**src/rtl/ser_rx_unit.sv**
```systemverilog
// 8N1 UART receiver with 2-flop input sync, start/stop validation and a FWFT byte FIFO with sticky error flags.
// Byte visible one clk after the stop-bit sample; a full FIFO drops new bytes (overrun) unless popped in the same cycle.
module ser_rx_unit #(
    parameter int CLKS_PER_BIT = 434,
    parameter int FIFO_AW      = 2
) (
    input  logic       clk,
    input  logic       rst,
    input  logic       ser_rxd,
    input  logic       rd_en,
    input  logic       err_clr,
    output logic [7:0] rx_data,
    output logic       rx_valid,
    output logic       rx_full,
    output logic       frame_err,
    output logic       overrun
);

    localparam int DEPTH = 1 << FIFO_AW;
    localparam int CW    = $clog2(CLKS_PER_BIT);

    localparam logic [CW-1:0]      CNT_HALF = CW'(CLKS_PER_BIT / 2 - 1);
    localparam logic [CW-1:0]      CNT_LAST = CW'(CLKS_PER_BIT - 1);
    localparam logic [CW-1:0]      CNT_ONE  = CW'(1);
    localparam logic [FIFO_AW-1:0] PTR_ONE  = FIFO_AW'(1);
    localparam logic [FIFO_AW:0]   FILL_ONE = (FIFO_AW + 1)'(1);
    localparam logic [FIFO_AW:0]   FILL_MAX = (FIFO_AW + 1)'(DEPTH);

    typedef enum logic [2:0] {
        S_IDLE,
        S_START,
        S_DATA,
        S_STOP,
        S_WAITHI
    } state_t;

    state_t             state_q, state_d;
    logic [CW-1:0]      cnt_q, cnt_d;
    logic [2:0]         idx_q, idx_d;
    logic [7:0]         shreg_q, shreg_d;
    logic               rxd_m_q, rxd_s_q;
    logic [7:0]         mem_q [DEPTH];
    logic [FIFO_AW-1:0] wr_ptr_q, rd_ptr_q;
    logic [FIFO_AW:0]   count_q, count_d;
    logic               frame_err_q, overrun_q;

    logic push, frame_set, pop, full, accept, ovr_set;

    always_comb begin
        state_d   = state_q;
        cnt_d     = cnt_q;
        idx_d     = idx_q;
        shreg_d   = shreg_q;
        push      = 1'b0;
        frame_set = 1'b0;
        unique case (state_q)
            S_IDLE: begin
                if (!rxd_s_q) begin
                    state_d = S_START;
                    cnt_d   = '0;
                end
            end
            S_START: begin
                if (cnt_q == CNT_HALF) begin
                    cnt_d   = '0;
                    idx_d   = '0;
                    state_d = rxd_s_q ? S_IDLE : S_DATA;
                end else begin
                    cnt_d = cnt_q + CNT_ONE;
                end
            end
            S_DATA: begin
                if (cnt_q == CNT_LAST) begin
                    cnt_d          = '0;
                    shreg_d[idx_q] = rxd_s_q;
                    idx_d          = idx_q + 3'd1;
                    if (idx_q == 3'd7) state_d = S_STOP;
                end else begin
                    cnt_d = cnt_q + CNT_ONE;
                end
            end
            S_STOP: begin
                if (cnt_q == CNT_LAST) begin
                    cnt_d = '0;
                    if (rxd_s_q) begin
                        push    = 1'b1;
                        state_d = S_IDLE;
                    end else begin
                        frame_set = 1'b1;
                        state_d   = S_WAITHI;
                    end
                end else begin
                    cnt_d = cnt_q + CNT_ONE;
                end
            end
            S_WAITHI: begin
                // A break holds the line low; wait for idle so it reports only once.
                if (rxd_s_q) state_d = S_IDLE;
            end
            default: state_d = S_IDLE;
        endcase
    end

    assign pop     = rd_en & rx_valid;
    assign full    = (count_q == FILL_MAX);
    assign accept  = push & (~full | pop);
    assign ovr_set = push & full & ~pop;

    always_comb begin
        count_d = count_q;
        unique case ({accept, pop})
            2'b10:   count_d = count_q + FILL_ONE;
            2'b01:   count_d = count_q - FILL_ONE;
            default: count_d = count_q;
        endcase
    end

    always_ff @(posedge clk or negedge rst) begin
        if (!rst) begin
            rxd_m_q     <= 1'b1;
            rxd_s_q     <= 1'b1;
            state_q     <= S_IDLE;
            cnt_q       <= '0;
            idx_q       <= '0;
            shreg_q     <= '0;
            wr_ptr_q    <= '0;
            rd_ptr_q    <= '0;
            count_q     <= '0;
            frame_err_q <= 1'b0;
            overrun_q   <= 1'b0;
        end else begin
            rxd_m_q     <= ser_rxd;
            rxd_s_q     <= rxd_m_q;
            state_q     <= state_d;
            cnt_q       <= cnt_d;
            idx_q       <= idx_d;
            shreg_q     <= shreg_d;
            count_q     <= count_d;
            if (accept) wr_ptr_q <= wr_ptr_q + PTR_ONE;
            if (pop)    rd_ptr_q <= rd_ptr_q + PTR_ONE;
            frame_err_q <= frame_set | (frame_err_q & ~err_clr);
            overrun_q   <= ovr_set   | (overrun_q   & ~err_clr);
        end
    end

    always_ff @(posedge clk or negedge rst) begin
        if (!rst) begin
            for (int i = 0; i < DEPTH; i++) mem_q[i] <= '0;
        end else if (accept) begin
            mem_q[wr_ptr_q] <= shreg_q;
        end
    end

    assign rx_valid  = (count_q != '0);
    assign rx_full   = full;
    assign rx_data   = rx_valid ? mem_q[rd_ptr_q] : 8'h00;
    assign frame_err = frame_err_q;
    assign overrun   = overrun_q;

endmodule

```
**config.mk**
```make
export PLATFORM = sky130hd
export DESIGN_NAME = ser_rx_unit
export DESIGN_NICKNAME = d
export VERILOG_FILES = /design/src/rtl/ser_rx_unit.sv
export SDC_FILE = /design/constraint.sdc
export NUM_CORES = 1
export LEC_CHECK = 0
export ABC_AREA = 1
export CAP_MARGIN = 15
export CORE_MARGIN = 3
export CORE_UTILIZATION = 54
export DETAILED_ROUTE_END_ITERATION = 6
export PLACE_DENSITY = 0.76
export SLEW_MARGIN = 20
export SYNTH_ARGS = -nofsm -noshare
export SYNTH_HDL_FRONTEND = slang
export SYNTH_SLANG_ARGS = --single-unit
```
**constraint.sdc**
```tcl
create_clock -name clk -period 2.1 [get_ports clk]
set_input_delay 0.42 -clock clk [delete_from_list [all_inputs] [get_ports clk]]
set_output_delay 0.42 -clock clk [all_outputs]
set_load 0.02 [all_outputs]
```
# ---- Word-level counts from Yosys, hierarchy flattened
# Index checks and enable logic that the tools add are counted.
dict set report classes {
  magnitude_cmp 5
  add_sub_neg 6
  multipliers 0
  n_eq_ne 16
  bitwise_logic 14
  div_mod_pow 0
  n_mux 33
  shifts 0
  n_reduce_logical 12
}
# operator count
set ops {}
lappend ops {{32-bit bitwise mux} 1}
lappend ops {{8-bit 2-to-1 mux} 4}
lappend ops {{3-bit 2-to-1 mux} 9}
lappend ops {{9-bit 2-to-1 mux} 3}
lappend ops {{9-bit one-hot mux with 3 select lines} 1}
lappend ops {{8-bit binary-select mux with 2-bit select} 1}
lappend ops {{8-bit demux with 2-bit select} 1}
lappend ops {{3-bit one-hot mux with 5 select lines} 1}
lappend ops {{2-bit inequality test (second input constant)} 6}
lappend ops {{3-bit one-hot mux with 2 select lines} 2}
lappend ops {{9-bit by 1-bit adder with 9-bit output (second input constant)} 1}
lappend ops {{3-bit equality test (second input constant)} 3}
lappend ops {{9-bit by 8-bit equality test with 1-bit output (second input constant)} 1}
lappend ops {{9-bit equality test (second input constant)} 1}
lappend ops {{8-bit bitwise mux} 1}
lappend ops {{1-bit 2-to-1 mux} 7}
lappend ops {{3-bit by 1-bit adder with 3-bit output (second input constant)} 2}
lappend ops {{1-bit bitwise AND} 6}
lappend ops {{3-bit by 2-bit equality test with 1-bit output (second input constant)} 2}
lappend ops {{3-bit greater-or-equal comparator (second input constant)} 2}
lappend ops {{2-bit inverter with 3-bit output} 2}
lappend ops {{6-bit AND reduction} 1}
lappend ops {{3-bit nonzero test} 2}
lappend ops {{2-bit by 1-bit adder with 2-bit output (second input constant)} 2}
lappend ops {{17 further kinds} 24}
dict set report word_totals {
  input_bits 5
  latch_bits 0
  regBits 66
  n_memories 0
  romBits 0
  ram_bits 0
  wordCells 101
}

# ---- Longest topological paths before layout
# Gate-level depths: netlist (run 1).
dict set report logic_depth {
  ltp_word 6
  ltp_mapped 14
  mapped_depth_nobuf 13
}

# ---- Worst setup path before layout (run 1)
# No wires, ideal clock.
dict set report synth_path {
  path_type {register to register}
  start {reg count_q[1]}
  end {reg count_q[2]}
  synth_period_minus_slack_ns 2.308
  setup_ns 0.131
  stages_incl_launch_ff 11
  t_arrival_ns 2.177
  path_slack_ns -0.208
  required_time_ns 1.969
  cell_sequence {dfrtp_1 > nor3_2 > nand2_1 > buf_2 > nand2_1 > ha_1 > inv_1 > fa_1 > a21oi_1 > o21ai_0 > xor2_1}
}
dict set report synth_via {
  elab_chain_cells 6
  word_cells_on_any_way 12
  classes_between {2 x add/sub; 3 x eq/ne; 1 x mux; 4 x bitwise; 2 x reduce/logical}
}
# item line
set synth_lines {}
lappend synth_lines {{from (decl)} 44} ;# logic [FIFO_AW:0] count_q, count_d;
lappend synth_lines {{from (signal assigned)} 138} ;# count_q <= count_d;
lappend synth_lines {{3-bit equality test (*)} 105} ;# assign full = (count_q == FILL_MAX);
lappend synth_lines {{via rx_full} 14} ;# output logic rx_full,
lappend synth_lines {{1-bit inverter (*)} 106} ;# assign accept = push & (~full | pop);
lappend synth_lines {{1-bit OR (*)} 106}
lappend synth_lines {{1-bit bitwise AND (*)} 106}
lappend synth_lines {{2-bit by 1-bit equality test with 1-bit output / 2-bit equality test (equally long branches)} 111} ;# unique case ({accept, pop})
lappend synth_lines {{3-bit one-hot mux with 2 select lines / 2-bit nonzero test (equally long branches)} --}
# The timed path passes the listed nets; every way through them passes the cells marked *.
# A chain may end at the register's enable or synchronous reset.

# ---- Worst setup path after layout (run 1)
dict set report layout_path {
  start {reg cnt_q[1]}
  end {reg count_q[1]}
}
dict set report layout_via {
  elab_chain_cells 6
  word_cells_on_any_way 8
  classes_between {3 x eq/ne; 3 x mux; 1 x bitwise; 1 x reduce/logical}
}
# item line
set layout_lines {}
lappend layout_lines {{from (decl)} 38} ;# logic [CW-1:0] cnt_q, cnt_d;
lappend layout_lines {{from (signal assigned)} 135} ;# cnt_q <= cnt_d;
lappend layout_lines {{9-bit equality test (*)} 83} ;# if (cnt_q == CNT_LAST) begin
lappend layout_lines {{1-bit 2-to-1 mux (*)} 83}
lappend layout_lines {{1-bit 2-to-1 mux (*)} 56} ;# unique case (state_q)
lappend layout_lines {{1-bit bitwise AND (*)} 106}
lappend layout_lines {{2-bit by 1-bit equality test with 1-bit output / 2-bit equality test (equally long branches)} 111}
lappend layout_lines {{3-bit one-hot mux with 2 select lines / 2-bit nonzero test (equally long branches)} --}
# Every way passes the cells marked *; elsewhere a longest branch is shown, timed or not.

==> results of run 1 <==
final cells by class:
type                    count  area, sq um  share of cell area [%]
inverters                  41          156                    3.85
clock buffers              12          145                    3.57
flip-flops and latches     66         1650                    40.7
well taps                  77         96.3                    2.37
clock inverters             3         40.0                   0.986
multi-input cells         339         1700                    41.9
repair buffers             33          267                    6.56
state kept, by name, indices dropped and copies added, names as in the netlist:
signal,count
count_q,3
rd_ptr_q,2
overrun,1
rxd_m_q,1
shreg_q,8
mem_q,32
cnt_q,9
idx_q,3
state_q,3
frame_err,1
wr_ptr_q,2
rxd_s_q,1
cells by family (layout without fill, tap and decap cells):
| logic type | Yosys count | count (layout) | share of synthesized area (%) |
|---|---|---|---|
| flops | 66 | 66 | 45.5 |
| fa+ha+maj | 11 | 11 | 3.99 |
| xor+xnor | 5 | 5 | 1.21 |
| simple gates | 280 | 280 | 35.0 |
| buf+inv | 59 | 89 | 8.26 |
| compound gates | 43 | 43 | 5.99 |
per-layer routing:
layer,up-vias,wire length [microns],GRT usage (%)
li1,1578,-,-
met1,1432,3580,29.8
met2,69,3710,37.1
met3,10,410,5.93
met4,0,105,7.42
met5,-,0,0
cell usage in the layout (no fill, tap or decap), types with 3 or more instances in the layout:
master,count
sky130_fd_sc_hd__o21ai_0,24
sky130_fd_sc_hd__inv_2,6
sky130_fd_sc_hd__o21ai_1,9
sky130_fd_sc_hd__clkbuf_2,6
sky130_fd_sc_hd__nor2_4,3
sky130_fd_sc_hd__nor2_1,53
sky130_fd_sc_hd__dfrtp_1,64
sky130_fd_sc_hd__buf_4,16
sky130_fd_sc_hd__inv_1,34
sky130_fd_sc_hd__nand2_2,6
sky130_fd_sc_hd__clkbuf_8,10
sky130_fd_sc_hd__nand3_1,27
sky130_fd_sc_hd__nand4_1,45
sky130_fd_sc_hd__nand2_1,138
sky130_fd_sc_hd__xor2_1,4
sky130_fd_sc_hd__ha_1,9
sky130_fd_sc_hd__a21oi_1,8
sky130_fd_sc_hd__clkdlybuf4s50_1,5
worst register-to-register path: stages (launching register included):
cell and delay (ns):
sky130_fd_sc_hd__dfrtp_1 0.39, sky130_fd_sc_hd__inv_2 0.08, sky130_fd_sc_hd__ha_2 0.17, sky130_fd_sc_hd__nand2_2 0.07
sky130_fd_sc_hd__nor2_4 0.14, sky130_fd_sc_hd__nand2_4 0.10, sky130_fd_sc_hd__nor2_4 0.12, sky130_fd_sc_hd__nand2_2 0.07
sky130_fd_sc_hd__ha_1 0.19, sky130_fd_sc_hd__inv_2 0.07, sky130_fd_sc_hd__fa_2 0.42, sky130_fd_sc_hd__o21ai_1 0.13
path summary, 6_finish.rpt:
check                                    endpoint  slack, ns  cells after the start
min in group clk                rxd_s_q$_DFF_PN1_       0.36                      0
min                        count_q[0]$_DFFE_PN0P_       0.01                      1
max                        count_q[1]$_DFFE_PN0P_       0.08                     11
max in group asynchronous       rxd_s_q$_DFF_PN1_       1.44                      2
min reg2reg                     rxd_s_q$_DFF_PN1_       0.36                      0
max reg2reg                count_q[1]$_DFFE_PN0P_       0.08                     11
where the power goes:
group,total (W),switching (W),leakage (nW),internal [W]
logic,0.00109,0.000674,1.15,0.000420
clock network,0.00101,0.000442,0.0962,0.000571
registers,0.00139,0.0000632,0.889,0.00133
what timing repair did:
item,in CTS,in global routing
endpoints found under the hold margin,0,0
pin swaps,0,5
resized for setup,14,23
buffers inserted,0,1
endpoints found under the setup margin,9,29
stage by stage:
step / setup WS (ns) / instance area (sq um) / hold slack (ns) / setup TNS (ns) / power [W]
final: 0.0840 / 4060 / 0.0142 / 0 / 0.00350
after global placement: 0.0235 / 3890 / 0.347 / 0 / 0.00256
after global routing: -0.0477 / 4060 / 0.00627 / -0.509 / 0.00373
after floorplan: -0.00846 / 3660 / 0.124 / -0.00883 / 0.00213
after CTS: 0.000383 / 4070 / 0.00193 / 0 / 0.00353
after detailed placement: -0.0217 / 3890 / 0.347 / -0.0217 / 0.00257
==> flow_summary.json, run 1 <==
{
  "warning_count_from_the_yosys_run": 0,
  "postSynth.topFlopCell": "sky130_fd_sc_hd__dfrtp_1",
  "final_hold_viol_count": 0,
  "timing.critical_path.cells": "inv_2 -> ha_2 -> nand2_2 -> nor2_4 -> nand2_4 -> nor2_4 -> nand2_2 -> ha_1 -> inv_2 -> fa_2 -> o21ai_1",
  "floorplan.die.height_microns": 88.0,
  "initial_utilization_pct": 56.6,
  "timing.critical_path.slowest_stage_cell": "sky130_fd_sc_hd__fa_2",
  "antenna_found_initial": 0,
  "finalSetupViolCount": 0,
  "critical_path.max_fanout": 6,
  "synth_common_cells": "sky130_fd_sc_hd__nand2_1, sky130_fd_sc_hd__dfrtp_1, sky130_fd_sc_hd__nor2_1",
  "async_set_reset_flop_share_out_of_synthesis_pct": 100,
  "worst_pin_slew_ns": 0.419,
  "drive_gt1_share_pct": 12.8,
  "synth_area_per_cell_sq_um": 7.83,
  "worst_path_top_cell_family_by_delay": "adder cells",
  "grt_setup_unrepaired": "yes",
  "yosysMostFrequentCell": "sky130_fd_sc_hd__nand2_1",
  "finalClockSkew_ns": 0.00756,
  "power-per-cell-area_nw_per_um2": 861,
  "num_io_pins": 17,
  "static-leakage-power_nw": 2.14,
  "report.final.slew_viol_count": 0,
  "cp-end-kind": "register",
  "route.detailed.vias_per_inst": 5.41,
  "layout_worst_path_cycle_share_pct": 96.0,
  "postRouteWirelength_mm": 7.80,
  "drt-wirelength-per-cell_microns": 13.7,
  "synth_top_area_cell": "sky130_fd_sc_hd__dfrtp_1",
  "netlist_area_sq_um": 3630,
  "f_max_ghz": 0.496,
  "worst_ir_drop_vdd_v": 0.000502,
  "max_cap_viol_count": 0,
  "edff_count_synth": 0,
  "regToRegStartpoint": "cnt_q[1]$_DFFE_PN0P_",
  "cts.reportedPaths.clkPinSlew_ns": 0.07,
  "cts-root-buf": "sky130_fd_sc_hd__clkbuf_8",
  "design.core.area_sq_um": 6420,
  "htree_num_levels": 3,
  "critical_path_required_ns": 2.36,
  "first_global_vias": 2965,
  "final_core_utilization_pct": 63.2,
  "timing.setup.critical_path_class": "reg2reg",
  "total_die_area_sq_um": 7750,
  "synth.top_cells.by_area": "sky130_fd_sc_hd__dfrtp_1, sky130_fd_sc_hd__nand2_1, sky130_fd_sc_hd__nand4_1",
  "timing.critical_path.slowest_cell_delay_ns": 0.42,
  "fin_nets": 506,
  "port_buffers": 16,
  "post_cts_hold_buffer_count": 0,
  "grt_max_degree": 51,
  "placement_row_count": 29,
  "insertion_delay_ns": 0.33,
  "cts_buffers": 9,
  "timing.slew.headroom_pct": 72.0,
  "count_of_clock_tree_sinks": 66,
  "dieWidth_microns": 88.0,
  "drcViolationCount": 0,
  "synthesis.instances": 464,
  "worstSetupStartpointType": "register",
  "period_minus_slack_ns": 2.02,
  "cts-root-to-sink-buffers": 2,
  "yosysSeqAreaShare_pct": 45.5,
  "setup.worst_path.start": "cnt_q[1]$_DFFE_PN0P_",
  "insertedDiodeCount": 0,
  "gpl_wtd_cong": 0.902,
  "critical_path.n_buffers_inverters": 2,
  "worst_ep_arrival_time_ns": 2.28,
  "n_fill_cell": 565,
  "first_pass_grt_wire_length_mm": 13.8,
  "number_of_placed_cells_counting_well_taps": 555,
  "synth_cell_types": 27,
  "post-synth-top-area-fraction_pct": 44.1,
  "syn_nets": 480,
  "postSynthRegisterBits": 66,
  "drtIter0Drc": 253,
  "grtUsageTotal_pct": 22.8,
  "run_status": "finished clean",
  "hp-class": "in2async",
  "pre_antenna_drt_iters": 4,
  "clock_tree_from_tritoncts": "yes",
  "syn2layout_area_growth_pct": 11.7,
  "final_cell_count_no_fill": 571,
  "dp_hpwl_mm": 5.65,
  "overflow": 0,
  "dr_total_vias": 3089,
  "ant_nets": 0
}
No activity file was read; power rests on OpenSTA's default activity.
==> inputs of run 2 (changes only) <==
RECOVER_POWER = 50   (was not set)
==> flow_summary.json, run 2 (same netlist as run 1, synthesis figures left out) <==
{
  "pre_antenna_drt_iters": 4,
  "post_cts_hold_buffer_count": 0,
  "final_core_utilization_pct": 63.0,
  "placed_cell_area_sq_um": 3890,
  "worst_pin_slew_ns": 1.12,
  "dp_hpwl_mm": 5.65,
  "cts-root-to-sink-buffers": 2,
  "f_max_ghz": 0.496,
  "worst_setup_path_endpoint": "count_q[1]$_DFFE_PN0P_",
  "timing.critical_path.slowest_stage_cell": "sky130_fd_sc_hd__fa_2",
  "drt-wirelength-per-cell_microns": 13.7,
  "num_io_pins": 17,
  "finalSetupViolCount": 0,
  "placement_row_count": 29,
  "total_die_area_sq_um": 7750,
  "dr_total_vias": 3086,
  "setup.worst_path.start": "cnt_q[1]$_DFFE_PN0P_",
  "report.final.slew_viol_count": 0,
  "insertion_delay_ns": 0.34,
  "run_status": "finished clean",
  "clock_tree_from_tritoncts": "yes",
  "r2r_end": "count_q[1]$_DFFE_PN0P_",
  "regToRegStartpoint": "cnt_q[1]$_DFFE_PN0P_",
  "timing.setup.critical_path_class": "reg2reg",
  "top_regs": "mem_q x32, cnt_q x9, shreg_q x8",
  "period_minus_slack_ns": 2.02,
  "drcViolationCount": 0,
  "grt_setup_unrepaired": "yes",
  "layout_worst_path_cycle_share_pct": 96.0,
  "gpl_wtd_cong": 0.902,
  "route.detailed.vias_per_inst": 5.40,
  "static-leakage-power_nw": 2.13,
  "setup_tns_ns": 0,
  "insertedDiodeCount": 0,
  "drive_gt1_share_pct": 12.6,
  "design.core.area_sq_um": 6420,
  "power-per-cell-area_nw_per_um2": 865,
  "layout_commonest_cell": "sky130_fd_sc_hd__nand2_1",
  "cp-end-kind": "register",
  "ff2ff_setup_slack_ns": 0.08,
  "max_cap_viol_count": 0,
  "first_pass_grt_wire_length_mm": 13.8,
  "antenna_found_initial": 0,
  "syn2layout_area_growth_pct": 11.3,
  "count_of_clock_tree_sinks": 66,
  "critical_path.max_fanout": 6,
  "first_global_vias": 2965,
  "post-route-worst-setup-slack_ns": 0.0843,
  "htree_num_levels": 3,
  "timing.slew.headroom_pct": 25.3,
  "timing.critical_path.slowest_cell_delay_ns": 0.42,
  "ant_nets": 0,
  "finalInstanceArea_sq_um": 4040,
  "r2r_cells": 11,
  "port_buffers": 16,
  "timing.critical_path.cells": "inv_2 -> ha_2 -> nand2_2 -> nor2_4 -> nand2_4 -> nor2_4 -> nand2_2 -> ha_1 -> inv_2 -> fa_2 -> o21ai_1",
  "grtUsageTotal_pct": 22.8,
  "critical_path_required_ns": 2.37,
  "largest-register": "mem_q",
  "grt_max_degree": 51,
  "largest_register_ffs": 32,
  "worst_ir_drop_vdd_v": 0.000502,
  "final_hold_viol_count": 0,
  "mostFrequentLayoutCells": "sky130_fd_sc_hd__nand2_1, sky130_fd_sc_hd__dfrtp_1, sky130_fd_sc_hd__nor2_1",
  "worstSetupStartpointType": "register",
  "fin_nets": 506,
  "detailedPlace.worstSlack_ns": -0.0217,
  "hp-class": "in2async",
  "floorplan.die.height_microns": 88.0,
  "drtIter0Drc": 253,
  "worst_ep_arrival_time_ns": 2.28,
  "cts-root-buf": "sky130_fd_sc_hd__clkbuf_8",
  "n_fill_cell": 568,
  "overflow": 0,
  "finalClockSkew_ns": 0.00783,
  "dieWidth_microns": 88.0,
  "postRouteWirelength_mm": 7.84,
  "cts_buffers": 9,
  "cts.reportedPaths.clkPinSlew_ns": 0.07,
  "initial_utilization_pct": 56.6
}
## run 2: cell count changes in the layout (fill, tap and decap cells not counted)
| cell | delta |
|---|---|
| sky130_fd_sc_hd__buf_12 | -1 |
| sky130_fd_sc_hd__dlygate4sd3_1 | +1 |
| sky130_fd_sc_hd__clkdlybuf4s50_1 | -1 |
| sky130_fd_sc_hd__clkbuf_1 | +1 |
## run 2: power by group
group          internal [W]  total, W  switching, W
logic              0.000416   0.00109      0.000674
registers           0.00133   0.00139     0.0000633
clock network      0.000571   0.00102      0.000448
total               0.00231   0.00350       0.00119
## run 2: area by class of cell
class	instances	area [sq um]	area share, %
clock buffer	12	145	3.59
tap	77	96.3	2.38
multi-input combinational	339	1700	42.1
inverter	41	156	3.87
clock inverter	3	40.0	0.990
timing repair buffer	33	250	6.19
sequential	66	1650	40.9
## run 2: worst min-delay path by stage
stage,startpoint,to,cells after the start
after floorplan,rst,cnt_q[0]$_DFFE_PN0P_,0
after global placement,rxd_m_q$_DFF_PN1_,rxd_s_q$_DFF_PN1_,0
after detailed placement,rxd_m_q$_DFF_PN1_,rxd_s_q$_DFF_PN1_,0
after CTS,rst,state_q[1]$_DFFE_PN0P_,1
after global routing,rst,state_q[1]$_DFFE_PN0P_,1
final,rst,count_q[0]$_DFFE_PN0P_,1
## run 2: timing repair
item                       4_1_cts  5_1_grt
hold endpoints to repair         0        0
setup endpoints to repair        9       29
pin swaps                        0        5
setup buffers                    0        1
resized for setup               14       23
## run 2: worst max-delay path, delay by kind of cell (launching register included)
kind / cells / cell delay, ns
buffers and inverters: 2 / 0.15
DFF: 1 / 0.39
AOI/OAI and AO/OA: 1 / 0.13
adders and majority gates: 3 / 0.78
and+or+nand+nor: 5 / 0.50
## run 2: layer usage
metal | GRT usage (%) | vias up | wire length [microns]
li1 | - | 1577 | -
met1 | 29.8 | 1428 | 3580
met2 | 37.1 | 71 | 3760
met3 | 5.93 | 10 | 402
met4 | 7.42 | 0 | 99
met5 | 0 | - | 0
## run 2: per-stage QoR
stage | std cells | total power, W | hold slack [ns]
4_1_cts | 570 | 0.00353 | 0.00193
2_1_floorplan | 464 | 0.00213 | 0.124
3_5_place_dp | 555 | 0.00257 | 0.347
3_3_place_gp | 555 | 0.00256 | 0.347
5_1_grt | 571 | 0.00373 | 0.222
6_report | 571 | 0.00350 | 0.185
==> inputs of run 3 (changes only) <==
--- a/constraint.sdc
+++ b/constraint.sdc
@@ -3,2 +3,2 @@
 set_output_delay 0.42 -clock clk [all_outputs]
-set_load 0.02 [all_outputs]
+set_load 0.005 [all_outputs]
==> flow_summary.json, run 3 (same netlist as run 1, synthesis figures left out) <==
{
  "first_global_vias": 2968,
  "layout_commonest_cell": "sky130_fd_sc_hd__nand2_1",
  "drcViolationCount": 0,
  "net-switching-power_w": 0.00115,
  "pre_antenna_drt_iters": 4,
  "initial_utilization_pct": 56.6,
  "hold_path.startpoint": "rxd_m_q$_DFF_PN1_",
  "grtUsageMet2_pct": 36.4,
  "grt_use_met1_pct": 29.1,
  "antenna_found_initial": 0,
  "regToRegStartpoint": "cnt_q[1]$_DFFE_PN0P_",
  "timing.critical_path.slowest_stage_cell": "sky130_fd_sc_hd__dfrtp_2",
  "grtUsageTotal_pct": 22.4,
  "htree_num_levels": 3,
  "cts.reportedPaths.clkPinSlew_ns": 0.07,
  "worst_ir_drop_vdd_v": 0.000473,
  "grt_setup_unrepaired": "yes",
  "static-leakage-power_nw": 2.23,
  "critical_path.n_buffers_inverters": 3,
  "total_die_area_sq_um": 7750,
  "syn2layout_area_growth_pct": 16.3,
  "r2r_cells": 13,
  "global_route.usage.met3_pct": 5.93,
  "hold_critical_path_endpoint": "rxd_s_q$_DFF_PN1_",
  "critical_path_cell_count": 7,
  "drtIter0Drc": 235,
  "period_minus_slack_ns": 2.12,
  "worst_hold_path.num_cells": 0,
  "layout_worst_path_cycle_share_pct": 101,
  "overflow": 0,
  "final_hold_viol_count": 0,
  "gr-max-usage-layer": "met2",
  "insertion_delay_ns": 0.34,
  "timing.critical_path.slowest_cell_delay_ns": 0.46,
  "worst_ep_arrival_time_ns": 1.70,
  "largest-register": "mem_q",
  "hp-class": "reg2reg",
  "timing.slew.headroom_pct": -6.04,
  "grt_max_degree": 67,
  "ff2ff_setup_slack_ns": 0.11,
  "f_max_ghz": 0.471,
  "first_pass_grt_wire_length_mm": 13.5,
  "p_total_w": 0.00394,
  "critical_path.max_fanout": 6,
  "post_cts_hold_buffer_count": 0,
  "setup_tns_ns": -0.0339,
  "report.final.slew_viol_count": 67,
  "timing.setup.critical_path_class": "reg2out",
  "clock_tree_from_tritoncts": "yes",
  "worstSetupStartpointType": "register",
  "postRouteWirelength_mm": 8.15,
  "post-route-worst-setup-slack_ns": -0.0209,
  "power_frac_clock_pct": 36.3,
  "port_buffers": 16,
  "pwr-share-seq_pct": 35.8,
  "finalClockSkew_ns": 0.00766,
  "floorplan.die.height_microns": 88.0,
  "drive_gt1_share_pct": 14.2,
  "route.detailed.vias_per_inst": 5.42,
  "top_regs": "mem_q x32, cnt_q x9, shreg_q x8",
  "cts-root-to-sink-buffers": 2,
  "cellInternalPower_w": 0.00280,
  "drt-wirelength-per-cell_microns": 14.1,
  "count_of_clock_tree_sinks": 66,
  "dr_total_vias": 3123,
  "fin_nets": 510,
  "gpl_wtd_cong": 0.852,
  "mostFrequentLayoutCells": "sky130_fd_sc_hd__nand2_1, sky130_fd_sc_hd__dfrtp_1, sky130_fd_sc_hd__nor2_1",
  "cp-end-kind": "output pin",
  "power.share.combinational_pct": 28.0,
  "power-per-cell-area_nw_per_um2": 934,
  "cts_buffers": 9,
  "r2r_end": "count_q[2]$_DFFE_PN0P_",
  "design.core.area_sq_um": 6420,
  "dp_hpwl_mm": 5.62,
  "worst_path_top_cell_family_by_delay": "buffers and inverters",
  "final_core_utilization_pct": 65.8,
  "timing.critical_path.cells": "buf_4 -> clkbuf_16 -> nor2_2 -> nor2_1 -> o21ai_1 -> a21oi_1 -> dlygate4sd2_1",
  "insertedDiodeCount": 0,
  "worst_pin_slew_ns": 1.59,
  "ant_nets": 0,
  "cts-root-buf": "sky130_fd_sc_hd__clkbuf_8",
  "finalSetupViolCount": 3,
  "num_io_pins": 17,
  "critical_path_required_ns": 1.68,
  "dieWidth_microns": 88.0,
  "power.switching_fraction_pct": 29.1,
  "violations": "capacitance limit, slew limit, setup timing",
  "placement_row_count": 29,
  "largest_register_ffs": 32,
  "max_cap_viol_count": 1,
  "run_status": "finished with violations"
}
==> run 3: cell types whose count changed in the layout (fill, tap and decap cells not counted), moves of 3 or more <==
cell / previous run / this run
sky130_fd_sc_hd__dfrtp_1: 64 / 61
sky130_fd_sc_hd__dlygate4sd2_1: 1 / 4
sky130_fd_sc_hd__dfrtp_2: 0 / 3
sky130_fd_sc_hd__nand3_2: 0 / 3
sky130_fd_sc_hd__nor2_2: 1 / 4
sky130_fd_sc_hd__clkbuf_2: 6 / 3
sky130_fd_sc_hd__nor2_1: 53 / 50
sky130_fd_sc_hd__nand3_1: 27 / 24
sky130_fd_sc_hd__bufinv_16: 1 / 4
==> run 3: per-layer routing <==
metal,up-vias,part of all wire (%)
met5,-,0
met4,0,2.4
met1,1470,45
met3,16,3.5
met2,52,49
li1,1585,-
==> run 3: final cells by class <==
class / count / area, sq um
well taps: 77 / 96.3
clock buffers: 11 / 141
fillers: 546 / 2200
repair buffers: 37 / 330
inverters: 41 / 156
flip-flops and latches: 66 / 1660
multi-input cells: 339 / 1720
clock inverters: 5 / 125
==> run 3: power groups by stage <==
stage          Sequential [W]  Clock (W)  Combinational (W)
6_report              0.00141    0.00143            0.00110
5_1_grt               0.00142    0.00151            0.00122
4_1_cts               0.00140    0.00145           0.000986
3_5_place_dp          0.00142          0            0.00102
3_3_place_gp          0.00142          0            0.00101
2_1_floorplan         0.00138          0           0.000579
==> run 3: how the worst max path moves through the flow <==
stage                                   endpoint                     from
after floorplan           count_q[2]$_DFFE_PN0P_     cnt_q[1]$_DFFE_PN0P_
after global placement    count_q[2]$_DFFE_PN0P_                    rd_en
after detailed placement  count_q[2]$_DFFE_PN0P_                    rd_en
after global routing                  rx_data[3]  rd_ptr_q[0]$_DFFE_PN0P_
final                                 rx_data[0]  rd_ptr_q[0]$_DFFE_PN0P_
after CTS                             rx_data[6]  rd_ptr_q[0]$_DFFE_PN0P_
==> run 3: stage by stage <==
step                      cell area [sq um]  setup WS, ns  std cells  hold slack, ns
final                                  4230       -0.0209        576           0.357
after global routing                   4230       -0.0882        576           0.366
after CTS                              4150        -0.162        570          0.0940
after detailed placement               3880       -0.0512        553           0.348
after global placement                 3880       0.00855        553           0.346
after floorplan                        3640        0.0132        464           0.124
==> run 3: what timing repair did <==
| item | 4_1_cts | 5_1_grt |
|---|---|---|
| pin swaps | 0 | 3 |
| hold endpoints to repair | 0 | 0 |
| resized for setup | 8 | 22 |
| setup endpoints to repair | 8 | 33 |
| buffers inserted | 1 | 5 |
| cloned | 0 | 1 |
